[src/rtl/bus_timer_io.sv]
// bus_timer_io: memory-mapped GPIO port plus 16-bit down-counting interval
// timer with interrupt, answering CPU bus cycles with one-cycle read latency.
module bus_timer_io #(
  parameter int          ADDR_WIDTH = 4,
  parameter logic [15:0] T1_RST     = 16'hFFFF
) (
  input  logic                  clk,
  input  logic                  reset_n,
  input  logic [ADDR_WIDTH-1:0] address,
  input  logic [7:0]            data_in,
  output logic [7:0]            data_out,
  input  logic                  wrt_en,
  input  logic                  chip_select,
  input  logic [7:0]            port_in,
  output logic [7:0]            port_out,
  output logic [7:0]            port_oe,
  output logic                  irq_n
);

  localparam logic [3:0] A_PORT_OUT = 4'h0;
  localparam logic [3:0] A_DDR      = 4'h1;
  localparam logic [3:0] A_PORT_IN  = 4'h2;
  localparam logic [3:0] A_LATCH_LO = 4'h3;
  localparam logic [3:0] A_LATCH_HI = 4'h4;
  localparam logic [3:0] A_CNT_LO   = 4'h5;
  localparam logic [3:0] A_CNT_HI   = 4'h6;
  localparam logic [3:0] A_CTRL     = 4'h7;
  localparam logic [3:0] A_STATUS   = 4'h8;

  typedef enum logic {IDLE, RUN} state_t;

  logic [3:0]  addr_lo;
  logic        wr_en, rd_en;

  state_t      state_q, state_d;
  logic [15:0] cnt_q, cnt_d;
  logic [15:0] latch_q, latch_d;
  logic        flag_q, flag_d;
  logic        cont_q, cont_d;
  logic        ien_q, ien_d;
  logic [7:0]  port_out_q, port_out_d;
  logic [7:0]  ddr_q, ddr_d;
  logic [7:0]  sync1_q, sync1_d;
  logic [7:0]  sync2_q, sync2_d;
  logic [7:0]  data_out_q, data_out_d;
  logic        irq_n_q, irq_n_d;
  logic [7:0]  rdata;

  // Only the low four address bits select a register; wider buses alias.
  assign addr_lo = address[3:0];
  assign wr_en   = chip_select & wrt_en;
  assign rd_en   = chip_select & ~wrt_en;

  // Bus-written configuration registers, port_in synchroniser and irq.
  always_comb begin
    // NOTE: every signal gets its hold value first so no path leaves it unassigned (no latches).
    port_out_d = port_out_q;
    ddr_d      = ddr_q;
    latch_d    = latch_q;
    cont_d     = cont_q;
    ien_d      = ien_q;
    sync1_d    = port_in;
    sync2_d    = sync1_q;
    if (wr_en) begin
      unique case (addr_lo)
        A_PORT_OUT: port_out_d = data_in;
        A_DDR:      ddr_d      = data_in;
        A_LATCH_LO: latch_d    = {latch_q[15:8], data_in};
        A_LATCH_HI: latch_d    = {data_in, latch_q[7:0]};
        A_CTRL: begin
          cont_d = data_in[0];
          ien_d  = data_in[1];
        end
        default: ;
      endcase
    end
    // irq follows the next FLAG/IEN so it appears on the same edge as FLAG.
    irq_n_d = ~(flag_d & ien_d);
  end

  // Timer FSM: later assignments carry higher priority (clear < underflow < stop < start).
  always_comb begin
    state_d = state_q;
    cnt_d   = cnt_q;
    flag_d  = flag_q;
    if (wr_en && addr_lo == A_STATUS && data_in[0]) flag_d = 1'b0;
    if (state_q == RUN) begin
      if (cnt_q != 16'h0000) begin
        cnt_d = cnt_q - 16'd1;
      end else begin
        flag_d = 1'b1;
        if (cont_q) cnt_d   = latch_q;
        else        state_d = IDLE;
      end
    end
    if (wr_en && addr_lo == A_CTRL && data_in[2]) begin
      state_d = IDLE;
      cnt_d   = cnt_q;
    end
    if (wr_en && addr_lo == A_LATCH_HI) begin
      state_d = RUN;
      cnt_d   = {data_in, latch_q[7:0]};
    end
  end

  // Read mux from current register state; data_out holds when not reading.
  always_comb begin
    rdata = 8'h00;
    unique case (addr_lo)
      A_PORT_OUT: rdata = port_out_q;
      A_DDR:      rdata = ddr_q;
      A_PORT_IN:  rdata = sync2_q;
      A_LATCH_LO: rdata = latch_q[7:0];
      A_LATCH_HI: rdata = latch_q[15:8];
      A_CNT_LO:   rdata = cnt_q[7:0];
      A_CNT_HI:   rdata = cnt_q[15:8];
      A_CTRL:     rdata = {6'b000000, ien_q, cont_q};
      A_STATUS:   rdata = {6'b000000, (state_q == RUN), flag_q};
      default:    rdata = 8'h00;
    endcase
    data_out_d = rd_en ? rdata : data_out_q;
  end

  // State register for every flop in the block.
  always_ff @(posedge clk or negedge reset_n) begin
    if (!reset_n) begin
      state_q    <= IDLE;
      cnt_q      <= 16'h0000;
      latch_q    <= T1_RST;
      flag_q     <= 1'b0;
      cont_q     <= 1'b0;
      ien_q      <= 1'b0;
      port_out_q <= 8'h00;
      ddr_q      <= 8'h00;
      sync1_q    <= 8'h00;
      sync2_q    <= 8'h00;
      data_out_q <= 8'h00;
      irq_n_q    <= 1'b1;
    end else begin
      // NOTE: non-blocking assignments so every flop samples pre-edge values.
      state_q    <= state_d;
      cnt_q      <= cnt_d;
      latch_q    <= latch_d;
      flag_q     <= flag_d;
      cont_q     <= cont_d;
      ien_q      <= ien_d;
      port_out_q <= port_out_d;
      ddr_q      <= ddr_d;
      sync1_q    <= sync1_d;
      sync2_q    <= sync2_d;
      data_out_q <= data_out_d;
      irq_n_q    <= irq_n_d;
    end
  end

  assign data_out = data_out_q;
  assign port_out = port_out_q;
  assign port_oe  = ddr_q;
  assign irq_n    = irq_n_q;

endmodule

[config.mk]
export PLATFORM = sky130hd
export DESIGN_NAME = bus_timer_io
export DESIGN_NICKNAME = d
export VERILOG_FILES = /design/src/rtl/bus_timer_io.sv
export SDC_FILE = /design/constraint.sdc
export NUM_CORES = 1
export LEC_CHECK = 0
export BUFFER_PORTS_ARGS = -buffer_cell sky130_fd_sc_hd__buf_2
export CAP_MARGIN = 25
export CORE_UTILIZATION = 30
export DETAILED_ROUTE_END_ITERATION = 12
export PLACE_DENSITY = 0.54
export SLEW_MARGIN = 15
export SYNTH_ARGS = -nofsm -noshare
export SYNTH_HDL_FRONTEND = slang
export SYNTH_SLANG_ARGS = --single-unit
[constraint.sdc]
create_clock -name clk -period 2.3 [get_ports clk]
set_input_delay 0.115 -clock clk [delete_from_list [all_inputs] [get_ports clk]]
set_output_delay 0.115 -clock clk [all_outputs]
set_load 0.05 [all_outputs]
Yosys cells after proc, flatten, opt, wreduce, memory -nomap -nowiden
Index checks and enable logic that the tools add are counted.
W data, S select, Z words.

storage, ports and cells
  register bits = 77
  output and inout bits = 25

operators by class
  $add $sub $neg = 1
  eq/ne operators = 9
  mux-type cells = 17
  bitwise logic cells = 7
  reduce and logical (&&, ||, !) cells = 15

operator list
  kind                     count
  $mux W16                 5
  $pmux W8 S9              1
  $pmux W16 S2             1
  $eq A4 B3 Y1 const B     4
  $reduce_bool A16 Y1      1
  $sub A16 B1 Y16 const B  1
  $mux W1                  10
  $reduce_and A3 Y1        3
  $eq A4 B2 Y1 const B     2
  $reduce_and A2 Y1        3
  $logic_and A1 B1 Y1      5
  $eq A4 B1 Y1 const B     1
  $eq A4 B4 Y1 const B     1
  $logic_not A4 Y1         1
  $not A1 Y1               4
  $and A1 B1 Y1            3
  $reduce_bool A3 Y1       1
  $ne A2 B1 Y1 const B     1
  $reduce_bool A2 Y1       1

Depth between registers and ports, before layout
Gate-level depths: netlist of the first run.

  depth in word-level cells = 8
  mapped depth = 8
  gate-level depth less buffers = 7

Worst setup path after synthesis of the first run
No wires, ideal clock.

  path kind = reg2reg
  start = register cnt_q[11]
  end = register cnt_q[0]
  setup time = 0.123 ns
  arrival time = 2.131 ns
  path slack = 0.046 ns
  cell stages (with the launch flop) = 7
  period minus slack after synthesis = 2.254 ns
  path through = dfrtp_1 -> or4_4 -> or4_4 -> o31a_4 -> nor2_8 -> inv_4 -> o221a_1

between the ends
  cells in the longest elaborated chain, start to end = 5

ends and longest elaborated chain
  item                    RTL line  RTL
  from (decl)             36        logic [15:0] cnt_q, cnt_d;
  from (signal assigned)  142       cnt_q <= cnt_d;
  $reduce_bool A16 Y1 *   88        if (cnt_q != 16'h0000) begin
  $mux W16                88
  $mux W16                87        if (state_q == RUN) begin
  $mux W16                96        if (wr_en && addr_lo == A_CTRL && data_in[2]) begin
  $mux W16                100       if (wr_en && addr_lo == A_LATCH_HI) begin

Mark *: on every way between the ends. The rest lies on a longest branch, timed or not. The select of a mux whose other input is x is not followed.
A chain may end at the register's enable or synchronous reset.

Worst setup path in the final report of the first run
Same ends and word-level chain as after synthesis.

==> qor.csv, run 1 <==
stage,metric,value,unit
power,internal_power,3310,uW
critical_path,crit_required,2.52,ns
logic_synthesis,async_reset_ff_frac,1.00,
logic_synthesis,yosys_warnings,0,
drt,wl,12100,um
global_routing,grt_max_degree,78,
critical_path,cp-end-kind,register,
cts,h-tree-depth,3,
logic_synthesis,synth-compound-area-share,0.156,
critical_path,r2r-start,cnt_q[11],
logic_synthesis,synth-edff-count,0,
drt,wl_per_cell,18.6,um
finish,final_net_count,500,
logic_synthesis,synth_xor_area_frac,0.00878,
power,power.density,1010,nW/um2
timing,fmax,0.443,GHz
critical_path,worstPathMaxFanout,7,
cts,cts_tree,yes,
timing,finalSetupViolations,0,
power,p_clk_frac,0.293,
timing,rsz0062_at_grt,true,
timing,period_needed,2.26,ns
finish,finish.utilization,0.398,
finish,area_delta_synth_final,27.5,%
cts,clk_pin_slew,0.06,ns
logic_synthesis,yosysSeqAreaShare,0.488,
timing,setup_slack,0.0433,ns
die,core,12800,um2
critical_path,cp-start-kind,register,
logic_synthesis,synth_top_flop_cell,dfrtp_1,
die,io_pins,49,
cts,clock-root-buffer,clkbuf_16,
logic_synthesis,syn-instance-count,388,
finish,antennaDiodeCount,0,
drt,postRouteAntennaNets,0,
drt,drt_iter0_drc,352,
power,leakagePower,0.00224,uW
power,power_frac_comb,0.339,
timing,worstMarginPinSlew,0.487,ns
power,seq_power_share,0.368,
cts,clock_path_buffers,2,
drt,drc,0,
die,die_y,117,um
timing,whs,0.0400,ns
critical_path,worstPathArrival,2.48,ns
finish,drive_gt1_frac,0.336,
global_routing,grt_pass1_wl,19400,um
timing,finalMaxSlewViolations,0,
finish,n_fill_cell,1246,
drt,vias_per_cell,5.42,
drt,vias,3530,
timing,hold_viol,0,
die,die_w,117,um
cts,cts_made_buffers,9,
logic_synthesis,synth_mux_area_frac,0.121,
placement,gp_congestion,0.934,
logic_synthesis,synth_top_area_frac,0.376,
critical_path,crit_path_start,cnt_q[11],
logic_synthesis,yosys.area.top_type,dfrtp_1,
power,ir_worst_vdd,0.000522,V
logic_synthesis,synth-simple-area-share,0.187,
die,initial_core_util,0.312,
placement,dp_hpwl,9150,um
logic_synthesis,avgSynthCellArea,10.3,um2
timing,slew_headroom,0.674,
critical_path,worstSetupPathType,register to register,
logic_synthesis,synth_top_family_by_area,simple AND/OR/NAND/NOR gates,
placement,place_ws,0.0505,ns
worst_hold_path,worstHoldStart,data_in[6],
finish,layout_common_cells,"61 x nand2_1, 60 x dfrtp_1, 47 x buf_2",
die,dieArea,13800,um2
power,totalPowerFinal,5140,uW
global_routing,grt_pass1_vias,3403,
global_routing,overflow,0,
logic_synthesis,ys_types,58,
logic_synthesis,syn_nets,414,
worst_hold_path,worst_hold_path_type,primary input to register,
logic_synthesis,ys_ff_latch,77,
power,p_sw,1830,uW
logic_synthesis,synth_area,3990,um2
timing,fin_crit_sh,0.981,
cts,clk_latency,0.33,ns
job,drv_cap,0,
global_routing,grt_antenna_before_repair,0,
global_routing,track_usage,0.181,
die,placementRows,41,
drt,drtPass1Iterations,5,
status,status,finished clean,
timing,final.setup_skew,0.00389,ns
finish,mostFrequentLayoutCell,nand2_1,
logic_synthesis,synth-adder-area-share,0.00627,
cts,clkSinkCount,77,
placement,port_buffers,48,
logic_synthesis,synthTopCellsByArea,"dfrtp_1 38%, dfstp_2 11%, nand2_1 5.7%",
power,swShare,0.356,
cell families after synthesis:
family	count (synthesis)
compound gates	87
fa+ha+maj	2
xor+xnor	4
mux	38
flops	77
buf+inv	30
simple gates	150
Yosys cell counts, types with 5 or more instances:
| cell | n |
|---|---|
| nand2_1 | 61 |
| dfstp_2 | 17 |
| a22oi_1 | 6 |
| nand3_1 | 13 |
| nand4_1 | 6 |
| nor2_1 | 21 |
| mux2_2 | 20 |
| mux4_2 | 5 |
| mux2i_1 | 12 |
| dfrtp_1 | 60 |
| clkbuf_1 | 14 |
| nor3_1 | 17 |
| a211oi_1 | 8 |
| inv_1 | 6 |
| o211ai_1 | 9 |
| nor4_1 | 6 |
| o21ai_0 | 26 |
layer usage:
| metal | up-vias | GRT usage | part of all wire |
|---|---|---|---|
| met5 | - | 0 | 0 |
| met2 | 147 | 0.282 | 0.47 |
| met3 | 29 | 0.0311 | 0.056 |
| li1 | 1616 | - | - |
| met1 | 1738 | 0.250 | 0.45 |
| met4 | 0 | 0.0714 | 0.026 |
registers in the layout, indices dropped and copies added (netlist names):
name / flops
port_oe: 8
ien_q: 1
sync1_q: 8
port_out: 8
sync2_q: 8
data_out: 8
cont_q: 1
state_q: 1
latch_q: 16
flag_q: 1
cnt_q: 16
irq_n: 1
critical path, cell delays in order, from the launching register on:
cell	delay, ns
dfrtp_1	0.38
or4_4	0.54
or4_4	0.47
o31a_4	0.34
nor2_8	0.11
inv_4	0.06
o221a_1	0.23
per-stage QoR:
step                      TNS [ns]  std cells  instance area (um2)
final                            0        651                 5090
after global routing       -0.0246        651                 5090
after CTS                        0        650                 5050
after detailed placement         0        625                 4650
after global placement           0        625                 4650
after floorplan                  0        388                 3990
cell type report:
type | count | area, um2 | share of cell area
clock inverter | 5 | 85.1 | 0.0167
multi-input combinational | 281 | 1920 | 0.377
sequential | 77 | 1950 | 0.383
clock buffer | 11 | 233 | 0.0457
timing repair buffer | 98 | 661 | 0.130
tap | 172 | 215 | 0.0423
inverter | 7 | 28.8 | 0.00566
final timing paths:
kind                       cells past startpoint         end  slack (ns)
hold / removal                                 3  latch_q[6]        0.04
setup / recovery                               6    cnt_q[0]        0.04
min in group asynchronous                      2    cnt_q[1]        0.24
setup reg to reg                               6    cnt_q[0]        0.04
hold reg to reg                                0  sync2_q[3]        0.35
max in group asynchronous                      3  latch_q[1]        1.43
power groups by stage:
| stage | combinational [uW] | sequential [uW] | clock [uW] |
|---|---|---|---|
| after floorplan | 829 | 2120 | 0 |
| after global placement | 1730 | 1900 | 0 |
| after detailed placement | 1710 | 1910 | 0 |
| after CTS | 1730 | 1890 | 1530 |
| after global routing | 1890 | 1930 | 1580 |
| final | 1740 | 1890 | 1510 |
repair_timing:
| action | 4_1_cts | 5_1_grt |
|---|---|---|
| buffers inserted | 0 | 0 |
| setup endpoints to repair | 0 | 4 |
| endpoints found under the hold margin | 68 | 0 |
| resized for setup | 0 | 2 |
| hold buffers | 9 | 0 |
No activity file was read; power rests on OpenSTA's default activity.
==> run 2: changes to the inputs <==
--- a/config.mk
+++ b/config.mk
@@ -10,6 +10,7 @@
 export CORE_UTILIZATION = 30
 export DETAILED_ROUTE_END_ITERATION = 12
 export PLACE_DENSITY = 0.54
+export RECOVER_POWER = 25
 export SLEW_MARGIN = 15
 export SYNTH_ARGS = -nofsm -noshare
 export SYNTH_HDL_FRONTEND = slang
==> run 2 against run 1 <==
  * Final area about the same
  * Setup slack better by 0.0010 ns
  * Worst hold slack about the same
  * Sequential share of layout area about the same
  * Sequential power about the same
  * Via count down 0.68%
  * Fmax about the same
  * Cell count unchanged
==> qor.csv, run 2 (synthesis results as in run 1) <==
stage,metric,value,unit
status,status,finished clean,
finish,mostFrequentLayoutCell,nand2_1,
critical_path,crit_path_end,cnt_q[0],
cts,h-tree-depth,3,
global_routing,grt_antenna_before_repair,0,
die,initial_core_util,0.312,
critical_path,worstSetupPathType,register to register,
critical_path,cp_top_family,simple AND/OR/NAND/NOR gates,
timing,tns,0,ns
die,io_pins,49,
finish,antennaDiodeCount,0,
power,leakagePower,0.00224,uW
finish,finish.utilization,0.398,
power,swShare,0.356,
cts,clk_pin_slew,0.06,ns
critical_path,cp-end-kind,register,
finish,reg_top3,"cnt_q (16), latch_q (16)",
power,power_frac_comb,0.339,
power,ir_worst_vdd,0.000522,V
die,core,12800,um2
critical_path,path_buf_inv,1,
critical_path,r2r-start,cnt_q[11],
power,seq_power_share,0.368,
finish,area_delta_synth_final,27.4,%
drt,drtPass1Iterations,5,
placement,dp_hpwl,9150,um
critical_path,cp.depth,6,
timing,worstMarginPinSlew,1.44,ns
drt,drt_iter0_drc,352,
critical_path,crit_path_start,cnt_q[11],
critical_path,crit_required,2.52,ns
finish,final_cell_area,5080,um2
die,placementRows,41,
timing,rsz0062_at_grt,true,
placement,place_ws,0.0505,ns
placement,port_buffers,48,
global_routing,top_usage_layer,met2,
finish,final_net_count,500,
timing,fin_crit_sh,0.981,
timing,slew_headroom,0.0410,
cts,clock-root-buffer,clkbuf_16,
timing,period_needed,2.26,ns
power,power.density,1010,nW/um2
critical_path,worstPathArrival,2.48,ns
timing,setup_slack,0.0444,ns
global_routing,grt_pass1_vias,3403,
critical_path,r2r_end,cnt_q[0],
drt,wl,12100,um
die,die_w,117,um
drt,drc,0,
global_routing,grt_max_degree,78,
cts,cts_setup_buffers,0,
power,internal_power,3310,uW
cts,clkSinkCount,77,
timing,finalSetupViolations,0,
global_routing,track_usage,0.181,
critical_path,cp-start-kind,register,
critical_path,cp_common_cell,or4_4,
cts,cts_tree,yes,
critical_path,worstPathMaxFanout,7,
cts,clk_latency,0.33,ns
timing,fmax,0.443,GHz
critical_path,r2r_setup_slack,0.04,ns
global_routing,gr-usage-met2,0.282,
critical_path,cp_slowest_cell,or4_4,
placement,gp_congestion,0.934,
critical_path,crit_path_cell_trace,"or4_4, or4_4, o31a_4, nor2_8, inv_4, o221a_1",
die,die_y,117,um
drt,vias,3506,
job,drv_cap,0,
drt,vias_per_cell,5.39,
global_routing,overflow,0,
finish,drive_gt1_frac,0.334,
timing,final.setup_skew,0.00415,ns
power,p_clk_frac,0.293,
cts,cts_made_buffers,9,
global_routing,grt_pass1_wl,19400,um
placement,postPlaceCellArea,4650,um2
global_routing,use_met1,0.250,
drt,wl_per_cell,18.6,um
critical_path,crit_path_max_incr_delay,0.54,ns
die,dieArea,13800,um2
drt,postRouteAntennaNets,0,
worst_hold_path,worst_hold_path_type,primary input to register,
timing,finalMaxSlewViolations,0,
timing,hold_viol,0,
global_routing,grt_util_met3,0.0311,
cts,clock_path_buffers,2,
finish,layout_common_cells,"61 x nand2_1, 60 x dfrtp_1, 47 x buf_2",
critical_path,rr_worst_depth,6,
power,p_sw,1830,uW
==> run 2: cell count changes in the layout (fill, tap and decap cells not counted), sizes merged <==
cell / delta
buf: -1
clkbuf: +1
==> run 2: final cells by class <==
type                    count  area [um2]
clock buffers              11         233
repair buffers             98         657
multi-input cells         281        1920
well taps                 172         215
inverters                   7        28.8
fillers                  1246        7690
clock inverters             5        85.1
flip-flops and latches     77        1950
==> run 2: worst min path at each step <==
stage	startpoint	to	slack, ns	cells after the start
after floorplan	reset_n	cnt_q[0]	-0.18	0
after global placement	port_in[5]	sync1_q[5]	0.22	1
after detailed placement	port_in[0]	sync1_q[0]	0.22	1
after CTS	data_in[6]	latch_q[6]	0.03	3
after global routing	data_in[3]	latch_q[11]	0.05	3
final	data_in[6]	latch_q[6]	0.04	3
==> run 2: what timing repair did <==
action / CTS / global route
hold buffers: 9 / 0
hold endpoints to repair: 68 / 0
endpoints found under the setup margin: 0 / 4
resized for setup: 0 / 2
==> run 2: power groups by stage <==
stage	sequential [uW]	combinational, uW	clock, uW
6_report	1890	1740	1510
2_1_floorplan	2120	829	0
4_1_cts	1890	1730	1530
3_3_place_gp	1900	1730	0
3_5_place_dp	1910	1710	0
5_1_grt	1930	1890	1580
==> run 2: metrics by stage <==
| step | hold WS (ns) | total power [uW] | std cells |
|---|---|---|---|
| detailed placement | 0.224 | 3620 | 625 |
| global placement | 0.223 | 3630 | 625 |
| floorplan | -0.181 | 2950 | 388 |
| CTS | 0.0325 | 5160 | 650 |
| global route | 0.0495 | 5400 | 651 |
| finish | 0.0398 | 5140 | 651 |
==> run 2: worst min-delay path: cells and delay by family <==
kind / cells / cell delay [ns]
AOI/OAI and AO/OA: 1 / 0.06
buffers and inverters: 1 / 0.13
and+or+nand+nor: 1 / 0.05
==> run 2: layer usage <==
layer / wire (um) / share of wire / up-vias
met5: 0 / 0 / -
met4: 335 / 0.028 / 0
met3: 700 / 0.058 / 25
met2: 5610 / 0.46 / 143
met1: 5450 / 0.45 / 1722
li1: - / - / 1616
==> run 3: changes to the inputs <==
==> constraint.sdc (replaced) <==
create_clock -name clk -period 1.87 [get_ports clk]
set_input_delay 0.0935 -clock clk [delete_from_list [all_inputs] [get_ports clk]]
set_output_delay 0.0935 -clock clk [all_outputs]
set_load 0.05 [all_outputs]
==> run 3 against run 2 <==
  * The run now ends with setup timing left
  * Final area up 8.1%
  * Power rose by 30%
  * Routed wire length is 5.3% higher
  * Flip-flop and latch count stayed put
  * Register-to-register slack worse by 0.42 ns
  * Fmax up 0.50%
  * Utilization rose by 3.2 points
  * Sequential share of layout area shrank 2.9 points
  * First-iteration DRC count is 34% lower
  * Clock-buffer cell count decreased by 1
  * Cell count is 6.1% higher
==> qor.csv, run 3 (synthesis results as in run 1) <==
stage,metric,value,unit
die,core,12800,um2
power,leakagePower,0.00245,uW
timing,fin_crit_sh,1.20,
timing,tns,-5.06,ns
drt,drtPass1Iterations,4,
worst_hold_path,worst_hold_path_type,primary input to register,
timing,finalMaxSlewViolations,0,
drt,drc,0,
critical_path,worstPathMaxFanout,7,
cts,cts_tree,yes,
placement,dp_hpwl,9640,um
status,status,finished with violations,
drt,postRouteAntennaNets,0,
finish,area_delta_synth_final,37.7,%
power,p_sw,2420,uW
power,swShare,0.361,
drt,dr.max_layer_used,met4,
power,totalPowerFinal,6690,uW
cts,clk_latency,0.33,ns
die,die_y,117,um
critical_path,cp-start-kind,register,
timing,finalSetupViolations,17,
status,failed_checks,setup timing,
cts,h-tree-depth,3,
timing,hold_viol,0,
placement,place_ws,-0.385,ns
global_routing,grt_pass1_wl,20300,um
placement,gp_congestion,0.879,
global_routing,overflow,0,
critical_path,worstSetupPathType,register to register,
drt,wl_met3,693,um
critical_path,crit_required,2.09,ns
die,initial_core_util,0.312,
timing,final.setup_skew,0.00802,ns
drt,met1_length,5810,um
finish,final_net_count,540,
power,power_frac_comb,0.382,
timing,slew_headroom,0.357,
finish,fin_cells,691,
finish,n_fill_cell,1226,
timing,setup_slack,-0.374,ns
finish,mostFrequentLayoutCell,buf_4,
power,internal_power,4270,uW
finish,antennaDiodeCount,0,
power,p_clk_frac,0.271,
power,ir_worst_vdd,0.000627,V
global_routing,grt_max_degree,46,
power,power.density,1220,nW/um2
die,dieArea,13800,um2
die,die_w,117,um
placement,port_buffers,48,
cts,clkSinkCount,77,
drt,drt_iter0_drc,232,
cts,clock_path_buffers,2,
global_routing,grt_pass1_vias,3622,
drt,wl_met2,5870,um
global_routing,grt_antenna_before_repair,0,
finish,layout_common_cells,"73 x buf_4, 61 x nand2_1, 60 x dfrtp_1",
cts,cts_made_buffers,9,
finish,drive_gt1_frac,0.418,
cts,clk_pin_slew,0.07,ns
drt,wl_per_cell,18.4,um
finish,reg_top3,"cnt_q (16), latch_q (16)",
die,placementRows,41,
critical_path,worstPathArrival,2.46,ns
global_routing,track_usage,0.193,
drt,vias_per_cell,5.20,
timing,rsz0062_at_grt,true,
die,io_pins,49,
placement,post-place-cells,659,
timing,period_needed,2.24,ns
drt,vias,3591,
job,drv_cap,0,
power,seq_power_share,0.347,
cts,clock-root-buffer,clkbuf_16,
critical_path,cp-end-kind,register,
timing,worstMarginPinSlew,0.964,ns
finish,finish.utilization,0.430,
timing,fmax,0.446,GHz
drt,wl,12700,um
## run 3: cell types whose count changed in the layout (fill, tap and decap cells not counted), moves of 3 or more
cell / change
buf_4: +33
buf_6: +5
o21ai_2: +7
clkbuf_1: -3
o21ai_0: -7
## run 3: final timing paths
| kind | cells after the start | endpoint | startpoint | slack, ns |
|---|---|---|---|---|
| hold / removal | 3 | latch_q[7] | data_in[7] | 0.02 |
| max in group asynchronous | 3 | latch_q[6] | reset_n | 0.60 |
| setup / recovery | 6 | cnt_q[0] | cnt_q[11] | -0.37 |
| setup reg to reg | 6 | cnt_q[0] | cnt_q[11] | -0.37 |
| hold reg to reg | 0 | sync2_q[3] | sync1_q[3] | 0.35 |
| min in group asynchronous | 2 | cnt_q[8] | reset_n | 0.45 |
## run 3: metal layers
metal	vias to the layer above	GRT usage
met1	1761	0.273
met2	107	0.292
met5	-	0
met3	20	0.0268
li1	1703	-
met4	0	0.0893
## run 3: worst max-delay path, stage by stage, from the launching register on
cell and delay [ns]:
dfrtp_1 0.38, or4_4 0.54, or4_4 0.46, o31a_4 0.33
nor2_8 0.11, inv_4 0.07, o221a_1 0.24
## run 3: cell type report
class / count / area (um2) / area share
repair buffers: 137 / 975 / 0.177
well taps: 172 / 215 / 0.0392
clock inverters: 6 / 68.8 / 0.0125
clock buffers: 10 / 239 / 0.0435
flip-flops and latches: 77 / 1950 / 0.355
multi-input cells: 282 / 2020 / 0.368
inverters: 7 / 28.8 / 0.00524
## run 3: power groups by stage
stage | logic (uW) | clock network [uW] | registers (uW)
detailed placement | 2400 | 0 | 2340
global route | 2760 | 1920 | 2370
global placement | 2400 | 0 | 2330
finish | 2550 | 1810 | 2320
CTS | 2450 | 1840 | 2320
floorplan | 1020 | 0 | 2610
## run 3: what timing repair did
| item | CTS | global route |
|---|---|---|
| gates cloned | 1 | 0 |
| hold endpoints to repair | 35 | 0 |
| hold buffers | 9 | 0 |
| gates resized for setup | 7 | 27 |
| pin swaps | 4 | 6 |
| buffers inserted | 5 | 1 |
| endpoints found under the setup margin | 18 | 18 |
## run 3: stage by stage
| step | cell area (um2) | hold slack, ns |
|---|---|---|
| after floorplan | 4000 | -0.202 |
| after global placement | 4930 | 0.0941 |
| after detailed placement | 4930 | 0.0906 |
| after CTS | 5410 | 0.00678 |
| after global routing | 5490 | 0.0153 |
| final | 5490 | 0.0158 |
